===== src/rtl/ili934x_spi_tx_if.sv =====
// Write-item handshake plus the ILI934x 4-wire SPI write bus.
// The transmitter is the slave side; whoever feeds items and watches the bus is the master side.
interface ili934x_spi_tx_if;
  logic       i_valid;
  logic [8:0] i_item;    // {is_cmd, byte[7:0]}
  logic       i_ready;
  logic       lcd_cs_n;
  logic       lcd_dc;
  logic       lcd_sck;
  logic       lcd_mosi;
  logic       busy;

  modport master (
    output i_valid, i_item,
    input  i_ready, lcd_cs_n, lcd_dc, lcd_sck, lcd_mosi, busy
  );

  modport slave (
    input  i_valid, i_item,
    output i_ready, lcd_cs_n, lcd_dc, lcd_sck, lcd_mosi, busy
  );
endinterface


===== src/rtl/ili934x_spi_tx.sv =====
// ILI934x SPI write transmitter: pops {is_cmd, byte} items and shifts them out MSB first
// in SPI mode 0, keeping CS# low for up to CS_HOLD idle cycles so bursts share one select.
module ili934x_spi_tx #(
  parameter int CLK_DIV = 2,
  parameter int CS_HOLD = 4
) (
  input  logic            clk,
  input  logic            rst_n,
  ili934x_spi_tx_if.slave bus
);

  localparam int DW = $clog2(CLK_DIV + 1);
  localparam int HW = (CS_HOLD > 0) ? $clog2(CS_HOLD + 1) : 1;
  localparam logic [DW-1:0] DIV_LAST  = DW'(CLK_DIV - 1);
  localparam logic [HW-1:0] HOLD_LAST = HW'((CS_HOLD > 0) ? CS_HOLD - 1 : 0);

  typedef enum logic [1:0] {IDLE, SETUP, SHIFT, GAP} state_t;

  state_t        state_reg;
  logic [DW-1:0] div_reg;
  logic [HW-1:0] hold_reg;
  logic [2:0]    bit_reg;
  logic [7:0]    shift_reg;
  logic          cs_n_reg;
  logic          dc_reg;
  logic          sck_reg;
  logic          mosi_reg;
  logic          ready_reg;
  logic          busy_reg;

  always_ff @(posedge clk or negedge rst_n) begin
    if (!rst_n) begin
      state_reg <= IDLE;
      div_reg   <= '0;
      hold_reg  <= '0;
      bit_reg   <= '0;
      shift_reg <= '0;
      cs_n_reg  <= 1'b1;
      dc_reg    <= 1'b0;
      sck_reg   <= 1'b0;
      mosi_reg  <= 1'b0;
      ready_reg <= 1'b1;
      busy_reg  <= 1'b0;
    end else if (bus.i_valid && ready_reg) begin
      // ready is only high in IDLE/GAP, where SCK is low, so DC/MOSI may change here.
      // Taking priority over the GAP timeout keeps CS# low when both coincide.
      shift_reg <= bus.i_item[7:0];
      dc_reg    <= ~bus.i_item[8];
      mosi_reg  <= bus.i_item[7];
      cs_n_reg  <= 1'b0;
      bit_reg   <= 3'd7;
      div_reg   <= '0;
      hold_reg  <= '0;
      state_reg <= SETUP;
      ready_reg <= 1'b0;
      busy_reg  <= 1'b1;
    end else begin
      case (state_reg)
        SETUP: begin
          if (div_reg == DIV_LAST) begin
            div_reg   <= '0;
            state_reg <= SHIFT;
          end else begin
            div_reg <= div_reg + DW'(1);
          end
        end
        SHIFT: begin
          if (div_reg == DIV_LAST) begin
            div_reg <= '0;
            sck_reg <= ~sck_reg;
            if (sck_reg) begin
              // falling edge: advance to the next bit or finish the byte
              if (bit_reg == 3'd0) begin
                ready_reg <= 1'b1;
                if (CS_HOLD > 0) begin
                  hold_reg  <= '0;
                  state_reg <= GAP;
                end else begin
                  cs_n_reg  <= 1'b1;
                  busy_reg  <= 1'b0;
                  state_reg <= IDLE;
                end
              end else begin
                bit_reg   <= bit_reg - 3'd1;
                shift_reg <= {shift_reg[6:0], 1'b0};
                mosi_reg  <= shift_reg[6];
              end
            end
          end else begin
            div_reg <= div_reg + DW'(1);
          end
        end
        GAP: begin
          if (hold_reg == HOLD_LAST) begin
            hold_reg  <= '0;
            cs_n_reg  <= 1'b1;
            busy_reg  <= 1'b0;
            state_reg <= IDLE;
          end else begin
            hold_reg <= hold_reg + HW'(1);
          end
        end
        default: begin
        end
      endcase
    end
  end

  assign bus.i_ready  = ready_reg;
  assign bus.lcd_cs_n = cs_n_reg;
  assign bus.lcd_dc   = dc_reg;
  assign bus.lcd_sck  = sck_reg;
  assign bus.lcd_mosi = mosi_reg;
  assign bus.busy     = busy_reg;

endmodule


===== src/flat_wrapper.sv =====
// flat-port wrapper written by rule: the top's interface ports become plain ports
module ili934x_spi_tx_flat 
#(
  parameter int CLK_DIV = 2,
  parameter int CS_HOLD = 4
)
  (clk, rst_n, bus_i_valid, bus_i_item, bus_i_ready, bus_lcd_cs_n, bus_lcd_dc, bus_lcd_sck, bus_lcd_mosi, bus_busy);
  ili934x_spi_tx_if bus_i ();
  input  logic clk;
  input  logic rst_n;
  input wire logic [$bits(bus_i.i_valid)-1:0] bus_i_valid;
  input wire logic [$bits(bus_i.i_item)-1:0] bus_i_item;
  output wire logic [$bits(bus_i.i_ready)-1:0] bus_i_ready;
  output wire logic [$bits(bus_i.lcd_cs_n)-1:0] bus_lcd_cs_n;
  output wire logic [$bits(bus_i.lcd_dc)-1:0] bus_lcd_dc;
  output wire logic [$bits(bus_i.lcd_sck)-1:0] bus_lcd_sck;
  output wire logic [$bits(bus_i.lcd_mosi)-1:0] bus_lcd_mosi;
  output wire logic [$bits(bus_i.busy)-1:0] bus_busy;
  assign bus_i.i_valid = bus_i_valid;
  assign bus_i.i_item = bus_i_item;
  assign bus_i_ready = bus_i.i_ready;
  assign bus_lcd_cs_n = bus_i.lcd_cs_n;
  assign bus_lcd_dc = bus_i.lcd_dc;
  assign bus_lcd_sck = bus_i.lcd_sck;
  assign bus_lcd_mosi = bus_i.lcd_mosi;
  assign bus_busy = bus_i.busy;
  ili934x_spi_tx #(.CLK_DIV(CLK_DIV), .CS_HOLD(CS_HOLD)) u_core (.clk(clk), .rst_n(rst_n), .bus(bus_i));
endmodule

===== config.mk =====
export PLATFORM = sky130hd
export DESIGN_NAME = ili934x_spi_tx_flat
export DESIGN_NICKNAME = d
export VERILOG_FILES = /design/src/rtl/ili934x_spi_tx_if.sv /design/src/rtl/ili934x_spi_tx.sv /design/src/flat_wrapper.sv
export SDC_FILE = /design/constraint.sdc
export NUM_CORES = 1
export LEC_CHECK = 0
export ABC_CLOCK_PERIOD_IN_PS = 1600
export CORE_UTILIZATION = 47
export CTS_BUF_LIST = sky130_fd_sc_hd__clkbuf_8 sky130_fd_sc_hd__clkbuf_16
export CTS_CLUSTER_SIZE = 40
export DETAILED_ROUTE_END_ITERATION = 10
export PLACE_DENSITY = 0.74
export SYNTH_ARGS = -nofsm -noshare
export SYNTH_HDL_FRONTEND = slang
export SYNTH_SLANG_ARGS = --single-unit

===== constraint.sdc =====
create_clock -name clk -period 1.6 [get_ports clk]
set_input_delay 0.32 -clock clk [delete_from_list [all_inputs] [get_ports clk]]
set_output_delay 0.32 -clock clk [all_outputs]
set_load 0.02 [all_outputs]

Word level (Yosys, flattened, before mapping)
Cells that the tools add are included.
{ "op_classes": {"n_eq_ne": 11, "n_reduce_logical": 18, "n_mux": 42, "bitwise": 3, "n_addsub": 3} }
{ "op_table": {"columns": ["cell", "count"], "rows": [
  ["7-bit two-way mux", 5],
  ["3-bit two-way mux", 10],
  ["2-bit two-way mux", 9],
  ["1-bit two-way mux", 16],
  ["3-bit by 1-bit inequality test with 1-bit output, second input constant", 5],
  ["2-bit nonzero test", 7],
  ["4-bit AND reduction", 3],
  ["2-bit case mux with 3 select lines", 1],
  ["3-bit case mux with 2 select lines", 1],
  ["6-bit AND reduction", 1],
  ["2-bit by 1-bit equality test with 1-bit output, second input constant", 2],
  ["2-bit equality test, second input constant", 2],
  ["4-bit nonzero test", 1],
  ["3-bit by 1-bit adder with 3-bit output, second input constant", 1],
  ["3-bit by 2-bit equality test with 1-bit output, second input constant", 1],
  ["3-bit logical NOT", 1],
  ["1-bit NOT", 3],
  ["3-bit AND reduction", 1],
  ["3-bit nonzero test", 1],
  ["3-bit by 1-bit subtractor with 3-bit output, second input constant", 1],
  ["2-bit by 1-bit adder with 2-bit output, second input constant", 1],
  ["2-bit by 1-bit inequality test with 1-bit output, second input constant", 1],
  ["2-bit AND reduction", 1],
  ["2-bit OR reduction", 1],
  ["1-bit logical AND", 1]
]} }
{ "word_totals": {"reg_bits": 23, "output_inout_bits": 6, "in_bits": 12, "elab_cells": 88} }

Logic depth before layout (Yosys ltp)
Gate-level depths: netlist of the first run.
{ "logic_depth": {"depth_word": 6, "mapped_depth": 7, "ltp_nobuf": 6} }

Least setup slack after synthesis of the first run
No wires, ideal clock.
{ "synth_path": {"kind": "register -> register", "start": "register u_core.bit_reg[0]", "end": "register u_core.state_reg[1]", "required_time_ps": 1475, "path_stages_with_launch": 7, "path_buffers": 0, "setup_slack_ps": -65, "setup_ps": 125, "arrival_ps": 1540, "cell_sequence": "dfrtp_1 -> inv_1 -> ha_1 -> nor2b_1 -> nand3_1 -> a31oi_1 -> mux2_2"} }
{ "synth_between": {"elab_chain_len": 3} }
{ "synth_rtl": {"columns": ["item", "line_no", "text"], "rows": [
  ["from (decl)", "ili934x_spi_tx.sv:22", "logic [2:0] bit_reg;"],
  ["from (signal assigned)", "ili934x_spi_tx.sv:84", "bit_reg <= bit_reg - 3'd1;"],
  ["3-bit logical NOT", "ili934x_spi_tx.sv:73", "if (bit_reg == 3'd0) begin"],
  ["3-bit by 1-bit inequality test with 1-bit output (no source line)", null, null],
  ["6-bit AND reduction (no source line)", null, null],
  ["to (signal assigned)", "ili934x_spi_tx.sv:77", "state_reg <= GAP;"],
  ["to (signal assigned)", "ili934x_spi_tx.sv:81", "state_reg <= IDLE;"],
  ["to (signal assigned)", "ili934x_spi_tx.sv:98", "state_reg <= IDLE;"],
  ["to (decl)", "ili934x_spi_tx.sv:19", "state_t state_reg;"]
]} }
Every way passes these cells.
A chain may end at the register's enable or synchronous reset.

Worst setup path after layout of the first run
{ "layout_path": {"start": "register u_core.state_reg[1]", "end": "register u_core.state_reg[1]"} }
{ "layout_between": {"elab_chain_len": 3} }
{ "layout_rtl": {"columns": ["item", "line_no", "text"], "rows": [
  ["from (signal assigned)", "ili934x_spi_tx.sv:33", "state_reg <= IDLE;"],
  ["from (signal assigned)", "ili934x_spi_tx.sv:54", "state_reg <= SETUP;"],
  ["from (signal assigned)", "ili934x_spi_tx.sv:62", "state_reg <= SHIFT;"],
  ["2-bit equality test / 2-bit by 1-bit equality test with 1-bit output (equally long branches)", "ili934x_spi_tx.sv:58", "case (state_reg)"],
  ["3-bit by 1-bit inequality test with 1-bit output (no source line) (tied with other cells)", null, null],
  ["6-bit AND reduction (no source line) / 2-bit two-way mux (equally long branches)", null, null]
]} }
Parallel ways exist; a longest one is shown, timed or not.

==> out/metrics.cfg, run 1 <==
[grt]
grt_pass1_wl_um = 4220
track_usage_pct = 21.8
grt_max_degree = 24
antenna_found_initial = 0
grt_pass1_vias = 969
gr-total-overflow = 0

[synth]
synth_common_cells = nand2_1, dfrtp_1, inv_1, nor2_1, a31oi_1
synth_ff_type = dfrtp_1
ys_seq_area_share_pct = 49.7
synthCells = 124
syn_nets = 142
ys_seq_elements = 23
ys_async_sr_fraction_pct = 100
synth_most_common_cell = nand2_1
synth_area_leader_cell = dfrtp_1
synth.avg_cell_area_um2 = 9.38
ys_warn_count = 0
synth_area_um2 = 1160
synthTopCellsByArea = dfrtp_1, nand2_1, ha_1
ys_types = 34
synth_top_area_share_pct = 45.2
synth_edf_count = 0

[timing]
slew_violations = 0
fin_ws_ns = -0.0703
tightestPinTransition_ns = 0.442
slew_headroom_pct = 70.2
final_hold_viol_count = 0
fmax_mhz = 599
rsz0062_at_grt = yes
fin_crit_sh_pct = 104
layout_min_cycle_time_ns = 1.67
fin_skew_ns = 0.00536
finalSetupViolCount = 1

[detailed_routing]
wirelength_um = 2670
ant_nets = 0
first_iter_violations = 24
wl_per_cell_um = 14.1
num_vias = 1017
drc_errors = 0
dr.pass1.iters = 4
vias_per_cell = 5.38

[clock_network]
cts.sinks = 23
h-tree-depth = 1
cts_tree = done
numCtsBuffers = 3
clockBufferDepth = 2
clk_latency_ns = 0.27
root_buffer = clkbuf_8
clkSlewWorstSetupHoldPaths_ns = 0.08

[worst_setup_path]
end_kind = register
rrSetupSlack_ns = -0.07
startpoint_type = register
worstSetupPathType = register to register
arrival_ns = 1.83
worst-path-max-fanout = 4
critPathRequiredTime_ns = 1.76

[floorplanning]
fp.dieArea_um2 = 2680
floorplan.initialDensity_pct = 51.1
fp-row-count = 17
die_y_um = 51.8
core_area_um2 = 2280
ios = 18
die_x_um = 51.8

[layout]
n_antenna_cell = 0
num-nets-final = 180
drive_gt1_share_pct = 26.1
largest_reg_flops = 7
syn2layout_area_growth_pct = 37.3
layout.cells.non_filler = 189
design_area_um2 = 1600

[placed_design]
placedCellCount = 183
numPortBuffers = 17
hpwlAfterDp_um = 1880
gp_congestion = 0.848
placed_area_um2 = 1490

[run]
maxCapViolCount = 0

[power]
powerDensity_nw_per_um2 = 1810
peakVddDrop_v = 0.00140
total_power_mw = 2.90
leakagePower_nw = 0.750

[status]
violations = setup timing
run_status = finished with violations

[min_path]
hp-class = primary input to asynchronous set/reset pin

-- area by class of cell --
class | instances | area [um2]
clock buffer | 3 | 41.3
multi-input combinational | 85 | 559
fill | 168 | 678
tap | 28 | 35.0
timing repair buffer | 38 | 337
inverter | 11 | 41.3
clock inverter | 1 | 5.00
sequential | 23 | 579
-- timing repair --
| action | CTS | global route |
|---|---|---|
| gates resized for setup | 4 | 9 |
| setup buffers | 1 | 1 |
| hold buffers | 0 | 0 |
| pin swaps | 0 | 1 |
| setup endpoints to repair | 8 | 15 |
-- metal layers --
metal  global-route usage (%)  share of wire, %
met4                     9.46               1.0
met1                     27.6                45
met3                     4.09               3.6
met5                        0                 0
met2                     35.9                50
-- critical path: stages (launching register included) --
cell and delay (ns):
dfrtp_2 0.45, ha_4 0.26, a2bb2oi_2 0.13, a32o_2 0.23, a31oi_1 0.15, mux2_2 0.34
-- power breakdown --
| group | internal, mW | leakage, nW | switching, mW |
|---|---|---|---|
| clock | 0.174 | 0.0255 | 0.189 |
| sequential | 0.826 | 0.265 | 0.179 |
| combinational | 0.799 | 0.459 | 0.731 |
| total | 1.80 | 0.750 | 1.10 |
-- cell families after synthesis --
family / Yosys count / synth area share [%]
and+or+nand+nor: 50 / 20.3
AOI/OAI and AO/OA: 27 / 15.3
DFF: 23 / 49.7
buffers and inverters: 16 / 6.56
adders and majority gates: 6 / 6.45
xor gates and xnor gates: 1 / 0.753
muxes: 1 / 0.968
-- through the flow --
| step | TNS (ns) | worst slack (ns) | util, % | hold WS [ns] |
|---|---|---|---|---|
| after floorplan | -0.0477 | -0.0477 | - | 0.0244 |
| after global placement | -0.644 | -0.178 | 65.5 | 0.453 |
| after detailed placement | -1.08 | -0.229 | 65.5 | 0.458 |
| after CTS | -0.166 | -0.0769 | 68.3 | 0.411 |
| after global routing | -0.432 | -0.142 | 70.2 | 0.454 |
| final | -0.0703 | -0.0703 | 70.2 | 0.402 |
-- path summary, 6_finish.rpt --
path                                       endpoint           startpoint  cells past startpoint
worst max-delay path            u_core.state_reg[1]  u_core.state_reg[1]                      5
worst min-delay path            u_core.state_reg[1]                rst_n                      2
worst max register to register  u_core.state_reg[1]  u_core.state_reg[1]                      5
worst min register to register  u_core.bus.lcd_cs_n  u_core.bus.lcd_cs_n                      2
max in group asynchronous       u_core.bus.lcd_cs_n                rst_n                      2
min in group clk                u_core.bus.lcd_cs_n  u_core.bus.lcd_cs_n                      2
-- layout by cell type, fill, tap and decap left out, types with 2 or more instances in the layout --
cell / n
buf_4: 20
a31oi_1: 9
nand2b_1: 2
dfrtp_1: 20
ha_1: 4
nand3_1: 3
nor2_1: 11
clkbuf_8: 3
nand2_1: 23
dfstp_2: 2
o21ai_0: 4
dlygate4sd2_1: 3
a21oi_1: 6
clkdlybuf4s50_1: 14
inv_1: 10
Note: power is estimated with default switching activity, not from simulation.
==> run 2, diff against run 1 <==
==> constraint.sdc (replaced) <==
create_clock -name clk -period 1.6 [get_ports clk]
set_input_delay 0.32 -clock clk [delete_from_list [all_inputs] [get_ports clk]]
set_output_delay 0.32 -clock clk [all_outputs]
set_load 0.05 [all_outputs]
==> out/metrics.cfg, run 2 (synthesis results as in run 1) <==
[detailed_routing]
wirelength_um = 3220
ant_nets = 0
first_iter_violations = 17
vias_per_cell = 5.79
wl_per_cell_um = 17.1
num_vias = 1089
drc_errors = 0
dr.pass1.iters = 5

[layout]
syn2layout_area_growth_pct = 50.1
finish.utilization_pct = 76.7
largest_reg_flops = 7
drive_gt1_share_pct = 35.0
final_common_cell = nand2_1
n_antenna_cell = 0
num-nets-final = 179
layout_common_cells = nand2_1, buf_4, dfrtp_1, nor2_1, clkdlybuf4s50_1

[clock_network]
root_buffer = clkbuf_8
h-tree-depth = 1
holdBufCountCts = 0
clockBufferDepth = 2
numCtsBuffers = 3
cts.sinks = 23
cts_tree = done
cts_setup_buffers = 0
clkSlewWorstSetupHoldPaths_ns = 0.09
clk_latency_ns = 0.27

[grt]
grt_max_degree = 24
gr-total-overflow = 0
antenna_found_initial = 0
grt_pass1_vias = 1037
grt_pass1_wl_um = 4610
track_usage_pct = 23.7

[worst_setup_path]
critPathRequiredTime_ns = 1.76
worstSetupPathType = register to register
end_kind = register
startpoint_type = register
arrival_ns = 1.90
worst-path-max-fanout = 4

[placed_design]
gp_congestion = 0.846
hpwlAfterDp_um = 1870
numPortBuffers = 17

[status]
violations = setup timing
run_status = finished with violations

[power]
total_power_mw = 3.50
powerDensity_nw_per_um2 = 2000
peakVddDrop_v = 0.00124
leakagePower_nw = 0.782

[timing]
fin_ws_ns = -0.135
whs_ns = 0.394
finalSetupViolCount = 5
rsz0062_at_grt = yes
fmax_mhz = 576
fin_skew_ns = 0.00627
final_hold_viol_count = 0
slew_violations = 0
layout_min_cycle_time_ns = 1.74
tightestPinTransition_ns = 0.352
fin_crit_sh_pct = 108
slew_headroom_pct = 76.3

[floorplanning]
fp-row-count = 17
die_y_um = 51.8
floorplan.initialDensity_pct = 51.1
fp.dieArea_um2 = 2680
ios = 18
die_x_um = 51.8
core_area_um2 = 2280

[run]
maxCapViolCount = 0

[min_path]
hp-class = primary input to asynchronous set/reset pin

==> run 2: cell types whose count changed in the layout (fill, tap and decap cells not counted), sizes merged <==
| cell | before | now |
|---|---|---|
| clkbuf | 3 | 5 |
| clkdlybuf4s50 | 14 | 11 |
| buf | 21 | 24 |
| dlygate4sd2 | 3 | 0 |
==> run 2: repair_timing <==
| item | CTS | global route |
|---|---|---|
| resized for setup | 7 | 18 |
| pin swaps | 1 | 2 |
| endpoints found under the setup margin | 6 | 15 |
| cloned | 0 | 2 |
==> run 2: power by group <==
group          internal [mW]  switching (mW)
clock                  0.174           0.197
combinational           1.05            1.00
sequential             0.832           0.243
total                   2.06            1.44
==> run 2: cell type report <==
type / count / area (um2)
multi-input combinational: 85 / 636
sequential: 23 / 582
fill: 129 / 529
timing repair buffer: 37 / 407
clock buffer: 3 / 41.3
inverter: 11 / 41.3
tap: 28 / 35.0
clock inverter: 1 / 5.00
==> run 2: through the flow <==
stage	setup WS, ns	cell area (um2)	std cells	TNS [ns]
floorplan	-0.0966	1170	124	-0.0966
global placement	-0.158	1520	182	-1.42
detailed placement	-0.183	1520	182	-1.78
CTS	-0.0912	1600	186	-0.167
global route	-0.165	1750	188	-1.33
finish	-0.135	1750	188	-0.376
==> run 2: final timing paths <==
path,startpoint,end,slack (ns),cells after the start
setup / recovery,u_core.state_reg[0],u_core.state_reg[1],-0.14,6
hold / removal,rst_n,u_core.bus.lcd_sck,0.39,2
setup reg to reg,u_core.state_reg[0],u_core.state_reg[1],-0.14,6
hold reg to reg,u_core.bus.lcd_cs_n,u_core.bus.lcd_cs_n,0.49,2
max in group asynchronous,rst_n,u_core.bus.lcd_cs_n,0.93,2
min in group clk,u_core.bus.lcd_cs_n,u_core.bus.lcd_cs_n,0.49,2
==> run 2: worst max-delay path: stages (launching register included) <==
cell and delay [ns]:
dfrtp_2 0.45, inv_2 0.09, ha_4 0.20, a2bb2oi_2 0.13, a32o_2 0.28, a31oi_4 0.16
mux2_4 0.31
==> run 2: per-layer routing <==
layer | vias to the layer above | GRT usage [%] | wire (um)
met3 | 7 | 4.09 | 123
met2 | 34 | 39.8 | 1670
met1 | 553 | 29.4 | 1360
met4 | 0 | 11.3 | 70
li1 | 495 | - | -
met5 | - | 0 | 0
==> run 3, diff against run 2 <==
--- a/config.mk
+++ b/config.mk
@@ -5,11 +5,14 @@
 export SDC_FILE = /design/constraint.sdc
 export NUM_CORES = 1
 export LEC_CHECK = 0
+export ABC_AREA = 1
 export ABC_CLOCK_PERIOD_IN_PS = 1600
 export CORE_UTILIZATION = 47
 export CTS_BUF_LIST = sky130_fd_sc_hd__clkbuf_8 sky130_fd_sc_hd__clkbuf_16
 export CTS_CLUSTER_SIZE = 40
 export DETAILED_ROUTE_END_ITERATION = 10
+export GPL_TIMING_DRIVEN = 1
+export HOLD_SLACK_MARGIN = 0.15
 export PLACE_DENSITY = 0.74
 export SYNTH_ARGS = -nofsm -noshare
 export SYNTH_HDL_FRONTEND = slang
==> out/metrics.cfg, run 3 <==
[clock_network]
cts.sinks = 23
h-tree-depth = 1
clk_latency_ns = 0.26
numCtsBuffers = 3
clkSlewWorstSetupHoldPaths_ns = 0.08
cts_resized = 0
cts_setup_buffers = 0
clockBufferDepth = 2
root_buffer = clkbuf_8
cts_tree = done
holdBufCountCts = 0

[worst_setup_path]
critPathRequiredTime_ns = 1.79
rrSetupSlack_ns = 0.21
worstSetupPathType = register to register
worst-path-max-fanout = 21
startpoint_type = register
r2r_end = u_core.shift_reg[6]
arrival_ns = 1.58
reg2reg_from = u_core.state_reg[0]
r2r_cells = 8
end_kind = register

[timing]
rsz0062_at_grt = no
slew_violations = 0
final_hold_viol_count = 0
fin_crit_sh_pct = 87.0
tightestPinTransition_ns = 0.294
finalSetupViolCount = 0
fin_skew_ns = 0.000561
slew_headroom_pct = 80.4
fmax_mhz = 718
layout_min_cycle_time_ns = 1.39

[detailed_routing]
wl_per_cell_um = 11.7
first_iter_violations = 23
drc_errors = 0
vias_per_cell = 5.03
wirelength_um = 2120
num_vias = 911
dr.pass1.iters = 4
ant_nets = 0

[layout]
largest_reg_flops = 7
n_antenna_cell = 0
layout.cells.non_filler = 181
final_common_cell = nand2_1
syn2layout_area_growth_pct = 24.6
layout_common_cells = nand2_1, dfrtp_1, o21ai_1, inv_1, clkdlybuf4s50_1
num-nets-final = 170
drive_gt1_share_pct = 17.9

[synth]
synthCells = 129
ys_seq_area_share_pct = 47.8
synth_top_family_by_area = simple AND/OR/NAND/NOR gates
synth_most_common_cell = nand2_1
ys_seq_elements = 23
synth_compound_area_share_pct = 10.1
ys_async_sr_fraction_pct = 100
ys_warn_count = 0
synth_area_um2 = 1210
synth_area_leader_cell = dfrtp_1
synth-xor-area-share_pct = 1.45
synth_ff_type = dfrtp_1
synth_top_area_share_pct = 43.4
synth_edf_count = 0
syn_nets = 147
ys_types = 26
synth.avg_cell_area_um2 = 9.38
synth_mux_area_share_pct = 5.79
synth_simple_gate_area_share_pct = 21.1
synthTopCellsByArea = dfrtp_1, nand2_1, ha_1
synth_common_cells = nand2_1, dfrtp_1, o21ai_1
synth_fa_ha_area_share_pct = 6.20

[run]
maxCapViolCount = 0

[grt]
grt_pass1_vias = 838
grt_max_degree = 24
track_usage_pct = 18.1
gr-total-overflow = 0
antenna_found_initial = 0
grt_pass1_wl_um = 3660

[power]
peakVddDrop_v = 0.00122
powerDensity_nw_per_um2 = 1920
leakagePower_nw = 0.762
total_power_mw = 2.89

[placed_design]
hpwlAfterDp_um = 1580
numPortBuffers = 17
placedCellCount = 177
gp_congestion = 0.799

[floorplanning]
fp.dieArea_um2 = 2780
die_x_um = 52.7
core_area_um2 = 2450
die_y_um = 52.7
floorplan.initialDensity_pct = 49.3
fp-row-count = 18
ios = 18

[status]
run_status = completed

[min_path]
hp-class = primary input to asynchronous set/reset pin

[run 3: worst max path at each step]
| stage | start | end | slack (ns) | cells past startpoint |
|---|---|---|---|---|
| 2_1_floorplan | u_core.bus.i_ready | u_core.state_reg[0] | 0.15 | 8 |
| 4_1_cts | u_core.state_reg[0] | u_core.shift_reg[4] | 0.19 | 8 |
| 6_report | u_core.state_reg[0] | u_core.shift_reg[6] | 0.21 | 8 |
| 3_5_place_dp | bus_i_valid | u_core.state_reg[1] | -0.02 | 9 |
| 3_3_place_gp | bus_i_valid | u_core.state_reg[0] | 0.03 | 9 |
| 5_1_grt | u_core.state_reg[0] | u_core.shift_reg[6] | 0.09 | 8 |
[run 3: layer usage]
metal	track usage, %	wire, um	part of all wire (%)	up-vias
met1	23.1	976	46	423
met5	0	0	0	-
met3	2.90	58	2.7	4
li1	-	-	-	464
met2	30.0	1060	50	20
met4	7.89	24	1.1	0
[run 3: final cells by class]
class / instances / area [um2]
Timing Repair Buffer: 22 / 255
Multi-Input combinational cell: 90 / 541
Clock inverter: 1 / 5.00
Clock buffer: 3 / 41.3
Sequential cell: 23 / 578
Inverter: 12 / 50.0
Tap cell: 30 / 37.5
Fill cell: 223 / 947
[run 3: cell families (layout without fill, tap and decap cells)]
group                    Yosys count  in the layout
adder cells (fa/ha/maj)            6              6
AO/OA/AOI/OAI                     21             21
flip-flops                        23             23
multiplexers                       7              7
XOR/XNOR                           2              2
AND/OR/NAND/NOR                   54             54
buffers and inverters             16             38
[run 3: power by group]
group	leakage [nW]	internal, mW	switching (mW)
Combinational	0.451	0.659	0.899
Sequential	0.285	0.811	0.170
Clock	0.0255	0.174	0.182
Total	0.762	1.64	1.25
[run 3: metrics by stage]
stage	utilization, %	TNS, ns	instance area, um2	hold slack, ns	setup slack (ns)
5_1_grt	61.4	0	1510	0.435	0.0944
2_1_floorplan	-	0	1210	0.0244	0.151
4_1_cts	61.4	0	1510	0.418	0.193
3_5_place_dp	59.5	-0.0324	1460	0.459	-0.0214
6_report	61.4	0	1510	0.410	0.207
3_3_place_gp	59.5	0	1460	0.457	0.0291
[run 3: critical path, stage by stage, from the launching register on]
cell     delay (ns)
dfrtp_1        0.41
inv_1          0.06
ha_1           0.20
inv_1          0.10
nand2_1        0.10
nand3_1        0.14
buf_12         0.16
nand2_1        0.06
o21ai_1        0.08
